### src/rtl/avl_pio_multi.sv
// Multi-channel Avalon-MM PIO: per-channel output register with atomic set/clear,
// synchronised inputs, edge capture, maskable level interrupt and pipelined reads.
module avl_pio_multi #(
    parameter int NCH = 4,
    parameter int WIDTH = 16,
    parameter int EDGE_MODE = 0,
    parameter int RD_LAT = 1,
    parameter logic [WIDTH-1:0] OUT_RST = '0,
    localparam int ADDR_W = $clog2(NCH) + 3
) (
    input  logic                    clk_clk,
    input  logic                    reset_reset,
    input  logic [ADDR_W-1:0]       avs_address,
    input  logic                    avs_read,
    input  logic                    avs_write,
    input  logic [31:0]             avs_writedata,
    input  logic [3:0]              avs_byteenable,
    output logic                    avs_waitrequest,
    output logic [31:0]             avs_readdata,
    output logic                    avs_readdatavalid,
    output logic [1:0]              avs_response,
    input  logic [NCH*WIDTH-1:0]    pio_in,
    output logic [NCH*WIDTH-1:0]    pio_out,
    output logic                    irq
);
    localparam int CH_W = (ADDR_W > 3) ? ADDR_W - 3 : 1;
    localparam logic [2:0] R_IN = 3'd0, R_OUT = 3'd1, R_SET = 3'd2, R_CLR = 3'd3,
                           R_EDGE = 3'd4, R_MASK = 3'd5;

    logic [WIDTH-1:0] out_q [NCH], out_d [NCH];
    logic [WIDTH-1:0] edge_q [NCH], edge_d [NCH];
    logic [WIDTH-1:0] mask_q [NCH], mask_d [NCH];
    logic [WIDTH-1:0] w1c_m [NCH];
    logic [NCH*WIDTH-1:0] sync1_q, sync2_q, prev_q, det;
    logic [1:0] arm_q, arm_d;
    logic irq_q, irq_d;
    logic        rv_q   [RD_LAT];
    logic [31:0] rdat_q [RD_LAT];
    logic [1:0]  rrsp_q [RD_LAT];

    logic [ADDR_W-1:0] addr_shift;
    logic [CH_W-1:0]   ch_idx;
    logic [2:0]        reg_idx;
    logic              addr_ok, rd_acc;
    logic [NCH-1:0]    wr_sel;
    logic [WIDTH-1:0]  be_mask, wdata, wd_m;
    logic [31:0]       rd_data;
    logic [1:0]        rd_rsp;

    always_comb begin
        addr_shift = avs_address >> 3;
        ch_idx     = addr_shift[CH_W-1:0];
        reg_idx    = avs_address[2:0];
        addr_ok    = (32'(ch_idx) < NCH) && (reg_idx <= R_MASK);
        wdata      = avs_writedata[WIDTH-1:0];
        for (int i = 0; i < WIDTH; i++) be_mask[i] = avs_byteenable[i/8];
        wd_m       = wdata & be_mask;
        rd_acc     = avs_read & ~avs_write;
        arm_d      = (arm_q == 2'd3) ? arm_q : arm_q + 2'd1;
    end

    // Edges are suppressed until the arm counter saturates so pins held through reset stay quiet.
    always_comb begin
        det = '0;
        if (arm_q == 2'd3) begin
            case (EDGE_MODE)
                0:       det = sync2_q & ~prev_q;
                1:       det = ~sync2_q & prev_q;
                default: det = sync2_q ^ prev_q;
            endcase
        end
    end

    always_comb begin
        irq_d = 1'b0;
        for (int c = 0; c < NCH; c++) begin
            wr_sel[c] = avs_write && addr_ok && (ch_idx == CH_W'(c));
            out_d[c]  = out_q[c];
            mask_d[c] = mask_q[c];
            w1c_m[c]  = '0;
            if (wr_sel[c]) begin
                case (reg_idx)
                    R_OUT:   out_d[c]  = (out_q[c] & ~be_mask) | wd_m;
                    R_SET:   out_d[c]  = out_q[c] | wd_m;
                    R_CLR:   out_d[c]  = out_q[c] & ~wd_m;
                    R_EDGE:  w1c_m[c]  = wd_m;
                    R_MASK:  mask_d[c] = (mask_q[c] & ~be_mask) | wd_m;
                    default: ;
                endcase
            end
            edge_d[c] = (edge_q[c] & ~w1c_m[c]) | det[c*WIDTH +: WIDTH];
            irq_d     = irq_d | (|(edge_q[c] & mask_q[c]));
        end
    end

    always_comb begin
        rd_data = '0;
        rd_rsp  = addr_ok ? 2'b00 : 2'b10;
        if (addr_ok) begin
            for (int c = 0; c < NCH; c++) begin
                if (ch_idx == CH_W'(c)) begin
                    case (reg_idx)
                        R_IN:                rd_data = 32'(sync2_q[c*WIDTH +: WIDTH]);
                        R_OUT, R_SET, R_CLR: rd_data = 32'(out_q[c]);
                        R_EDGE:              rd_data = 32'(edge_q[c]);
                        R_MASK:              rd_data = 32'(mask_q[c]);
                        default:             rd_data = '0;
                    endcase
                end
            end
        end
    end

    always_ff @(posedge clk_clk or posedge reset_reset) begin
        if (reset_reset) begin
            for (int c = 0; c < NCH; c++) begin
                out_q[c]  <= OUT_RST;
                edge_q[c] <= '0;
                mask_q[c] <= '0;
            end
            sync1_q <= '0;
            sync2_q <= '0;
            prev_q  <= '0;
            arm_q   <= 2'd0;
            irq_q   <= 1'b0;
            for (int i = 0; i < RD_LAT; i++) begin
                rv_q[i]   <= 1'b0;
                rdat_q[i] <= '0;
                rrsp_q[i] <= 2'b00;
            end
        end else begin
            for (int c = 0; c < NCH; c++) begin
                out_q[c]  <= out_d[c];
                edge_q[c] <= edge_d[c];
                mask_q[c] <= mask_d[c];
            end
            sync1_q <= pio_in;
            sync2_q <= sync1_q;
            prev_q  <= sync2_q;
            arm_q   <= arm_d;
            irq_q   <= irq_d;
            rv_q[0]   <= rd_acc;
            rdat_q[0] <= rd_acc ? rd_data : 32'd0;
            rrsp_q[0] <= rd_acc ? rd_rsp : 2'b00;
            for (int i = 1; i < RD_LAT; i++) begin
                rv_q[i]   <= rv_q[i-1];
                rdat_q[i] <= rdat_q[i-1];
                rrsp_q[i] <= rrsp_q[i-1];
            end
        end
    end

    for (genvar c = 0; c < NCH; c++) begin : g_out
        assign pio_out[c*WIDTH +: WIDTH] = out_q[c];
    end

    assign avs_waitrequest   = 1'b0;
    assign avs_readdata      = rdat_q[RD_LAT-1];
    assign avs_readdatavalid = rv_q[RD_LAT-1];
    assign avs_response      = rrsp_q[RD_LAT-1];
    assign irq               = irq_q;
endmodule

### config.mk
export PLATFORM = sky130hd
export DESIGN_NAME = avl_pio_multi
export DESIGN_NICKNAME = d
export VERILOG_FILES = /design/src/rtl/avl_pio_multi.sv
export SDC_FILE = /design/constraint.sdc
export NUM_CORES = 1
export LEC_CHECK = 0
export ABC_AREA = 1
export ABC_CLOCK_PERIOD_IN_PS = 18400
export CAP_MARGIN = 40
export CELL_PAD_IN_SITES_DETAIL_PLACEMENT = 1
export CELL_PAD_IN_SITES_GLOBAL_PLACEMENT = 2
export CORE_ASPECT_RATIO = 0.5
export CORE_UTILIZATION = 37
export DETAILED_ROUTE_END_ITERATION = 16
export GPL_TIMING_DRIVEN = 0
export PLACE_DENSITY_LB_ADDON = 0.15
export SETUP_SLACK_MARGIN = 0.02
export SYNTH_ARGS = -nofsm -noshare
export SYNTH_HDL_FRONTEND = slang
export SYNTH_SLANG_ARGS = --single-unit
export TNS_END_PERCENT = 100
### constraint.sdc
create_clock -name clk_clk -period 18.4 [get_ports clk_clk]
set_clock_uncertainty 0.1 [all_clocks]
set_input_delay 1.84 -clock clk_clk [delete_from_list [all_inputs] [get_ports clk_clk]]
set_output_delay 1.84 -clock clk_clk [all_outputs]
set_load 0.05 [all_outputs]
==> summary.md <==
| Metric | Value |
|---|---|
| LEAKAGE | 8.98 nW |
| Final core occ | between 40% and 50% |
| H-Tree Level Count | 2 |
| Sw power | around 710 uW |
| CTS tree | yes |
| Post-detailed-route count of antenna-violating nets | 0 |
| Place WS | approximately 13 ns |
| DR vias | 13800 |
| Vias in the first global route | 14400 |
| Synth cell types | 31 |
| Die X-Extent | 294 um |
| Top_reg_cell synth | dfrtp_1 |
| Drt via density | between 5 and 6 |
| Filler cells | ~4600 |
| Area grow syn2layout | 27.5% |
| Power per Cell Area | between 100 and 150 nW/um2 |
| Startpoint types | input port |
| Final Cycle Share | approximately a quarter |
| Deepest clock path buffer count | 3 |
| 1st-iter DRT viols | 1308 |
| Final GP Congestion | 1.00 |
| Final instance area | approximately 20000 um2 |
| Total setup buffers inserted after CTS | 0 |
| Remaining DRCs | 0 |
| Die H | ~150 um |
| Synth top area cells | dfrtp_1 (64%), o21ai_0 (11%), nand2_1 (11%) |
| Yosys top cell area share | about 64% |
| Initial antenna violation count | 11 |
| CP max FO | 8 |
| Sw frac | 31.1% |
| Finished Layout Cells | 2490 |
| Post-synthesis cell area | 15700 um2 |
| DP Wirelength | 54400 um |
| Max-cap violation count | 0 |
| Internal | 1.56 mW |
| Wirelength, routed | 72100 um |
| Num ports | 210 |
| Root buf cell | clkbuf_16 |
| RSZ-0062 raised after global routing | no |
| Final hold vios | 0 |
| Skew-Pair Late Insertion Delay | around 0.55 ns |
| Crit path DAT | 4.90 ns |
| Starting Density | a little under two fifths |
| Post-synthesis cell count | 1631 |
| CP Data Required Time | 18.70 ns |
| Total iterations of the first detailed-routing run | 5 |
| Reg power frac | 45.0% |
| Post-layout min period | 4.61 ns |
| Gr ovfl total | 0 |
| Min Hold Slack | between 0.2 and 0.25 ns |
| Area after DPL | 18800 um2 |
| Core area | 41200 um2 |
| Clk sinks | a little over 400 |
| Hold-fix buffers, CTS | 0 |
| #FFs+latches synth | 405 |
| Final Net Count | 2006 |
| Most frequent cell after synthesis | nand2_1 |
| Synth Area in Adders | less than 1% |
| Share of layout cells above drive strength 1 | 8.12% |
| Logic pwr share | 17.8% |
| Warnings from Yosys | 0 |
| Largest net degree at the start of global routing | 123 |
| # setup viols final | 0 |
| Aggregate negative setup slack | 0 ns |
| Largest family of logic cells by synthesized area | simple AND/OR/NAND/NOR gates |
| Resize count post-CTS | 0 |
| Clock Power Share | 37.3% |
| Worst hold-check path type | reg -> reg |
| Final WS setup | around 14 ns |
| Post-Synth XOR/XNOR Area | 0.0556% |
| Total GRT Usage | 33.8% |
| Die area | 43400 um2 |
| Max-slew headroom | a little over a third |
| Clk slew on worst S/H paths | 0.06 ns |
| First-pass GRT wire length | 103000 um |
| Placed Cells | around 2400 |
| Simple-Gate Fraction of Synth Area | 15.6% |
| Seq/Total Area, Yosys | 64.4% |
| Avg Inst Size Synth | between 9 and 10 um2 |
| Power, Total | approximately 2.3 mW |
| Routed wire per std cell | 29.0 um |
| Peak supply drop | 0.0000951 V |
| Slew Limit Fails | 0 |
| CTS Buf Count | 39 |
| FF+latch area | 10100 um2 |
| # port buffers | 171 |
| WS Path Type | in -> reg |
| Worst Tran Pin Value | 0.969 ns |
| Ys async rst share | 100% |
| Synth top cells by count | nand2_1 (448), dfrtp_1 (405), o21ai_0 (343) |
| Critical path endpoint category | register |
| # rows | 52 |
| Compound-Gate Fraction of Synth Area | roughly 14% |
| Multi-input logic area | 4820 um2 |
| EDFF count, synth | 0 |
| Max frequency | 217 MHz |
| Multiplexer share of the synthesized area | 0% |
| Synth area leader | dfrtp_1 |
| Status | completed |
==> final cells by class <==
cell class                      count  area share (%)
Buffer                             88            2.20
Sequential cell                   405            50.5
Multi-Input combinational cell   1045            24.0
Antenna cell                        1          0.0125
Timing Repair Buffer              207            11.1
Clock inverter                     17           0.991
Clock buffer                       50            5.53
Tap cell                          567            3.54
Inverter                          110            2.09
==> worst max-delay path: stages <==
cell	delay, ns
clkdlybuf4s50_1	0.70
nor2_1	0.50
buf_4	0.29
nand2_1	0.26
inv_1	0.20
nand2_1	0.18
clkbuf_1	0.37
buf_6	0.27
o21ai_0	0.15
o21ai_0	0.12
==> per-layer routing <==
metal / GRT usage [%] / wire length, um
met5: 0 / 32
met3: 10.3 / 7400
met2: 48.0 / 29700
met4: 8.83 / 1900
met1: 49.7 / 33100
==> path summary, 6_finish.rpt <==
kind | startpoint | to | slack (ns) | depth (start not counted)
setup / recovery | avs_address[3] | pio_out[1] | 13.79 | 10
hold / removal | sync1_q[33] | sync2_q[33] | 0.25 | 0
setup reg to reg | arm_q[0] | edge_q[16] | 15.63 | 5
hold reg to reg | sync1_q[33] | sync2_q[33] | 0.25 | 0
max in group asynchronous | reset_reset | sync1_q[62] | 15.46 | 4
min in group asynchronous | reset_reset | sync2_q[51] | 1.47 | 2
==> cell families (layout without fill, tap and decap cells) <==
logic type               count (synthesis)  after routing
adder cells (fa/ha/maj)                  1              1
AND/OR/NAND/NOR                        600            600
AO/OA/AOI/OAI                          425            425
XOR/XNOR                                 1              1
other                                    1             19
flip-flops                             405            405
buffers and inverters                  198            472
==> power by group through the flow <==
stage / Sequential [mW] / Clock (mW) / Combinational [mW]
floorplan: 1.12 / 0 / 0.121
global placement: 1.03 / 0 / 0.381
detailed placement: 1.04 / 0 / 0.398
CTS: 1.02 / 0.855 / 0.401
global route: 1.03 / 0.891 / 0.427
finish: 1.02 / 0.845 / 0.404
==> cell usage in the layout, fill, tap and decap left out, drive strengths merged <==
master         instances
nor3                   2
conb                  18
o21ai                351
a221oi                 1
xnor2                  1
o31ai                 27
diode                  1
inv                  109
a21boi                 2
o2111ai                4
a22o                   4
bufinv                 4
clkinv                10
buf                   83
ha                     1
nand2                448
o211ai                 3
clkinvlp               4
nor2                  53
o22ai                  6
clkdlybuf4s50        171
a211oi                 1
dfrtp                405
nand3                 58
nand4                 39
a21oi                 23
o2111a                 1
clkbuf                91
o221ai                 2
Note: power is estimated with default switching activity, not from simulation.
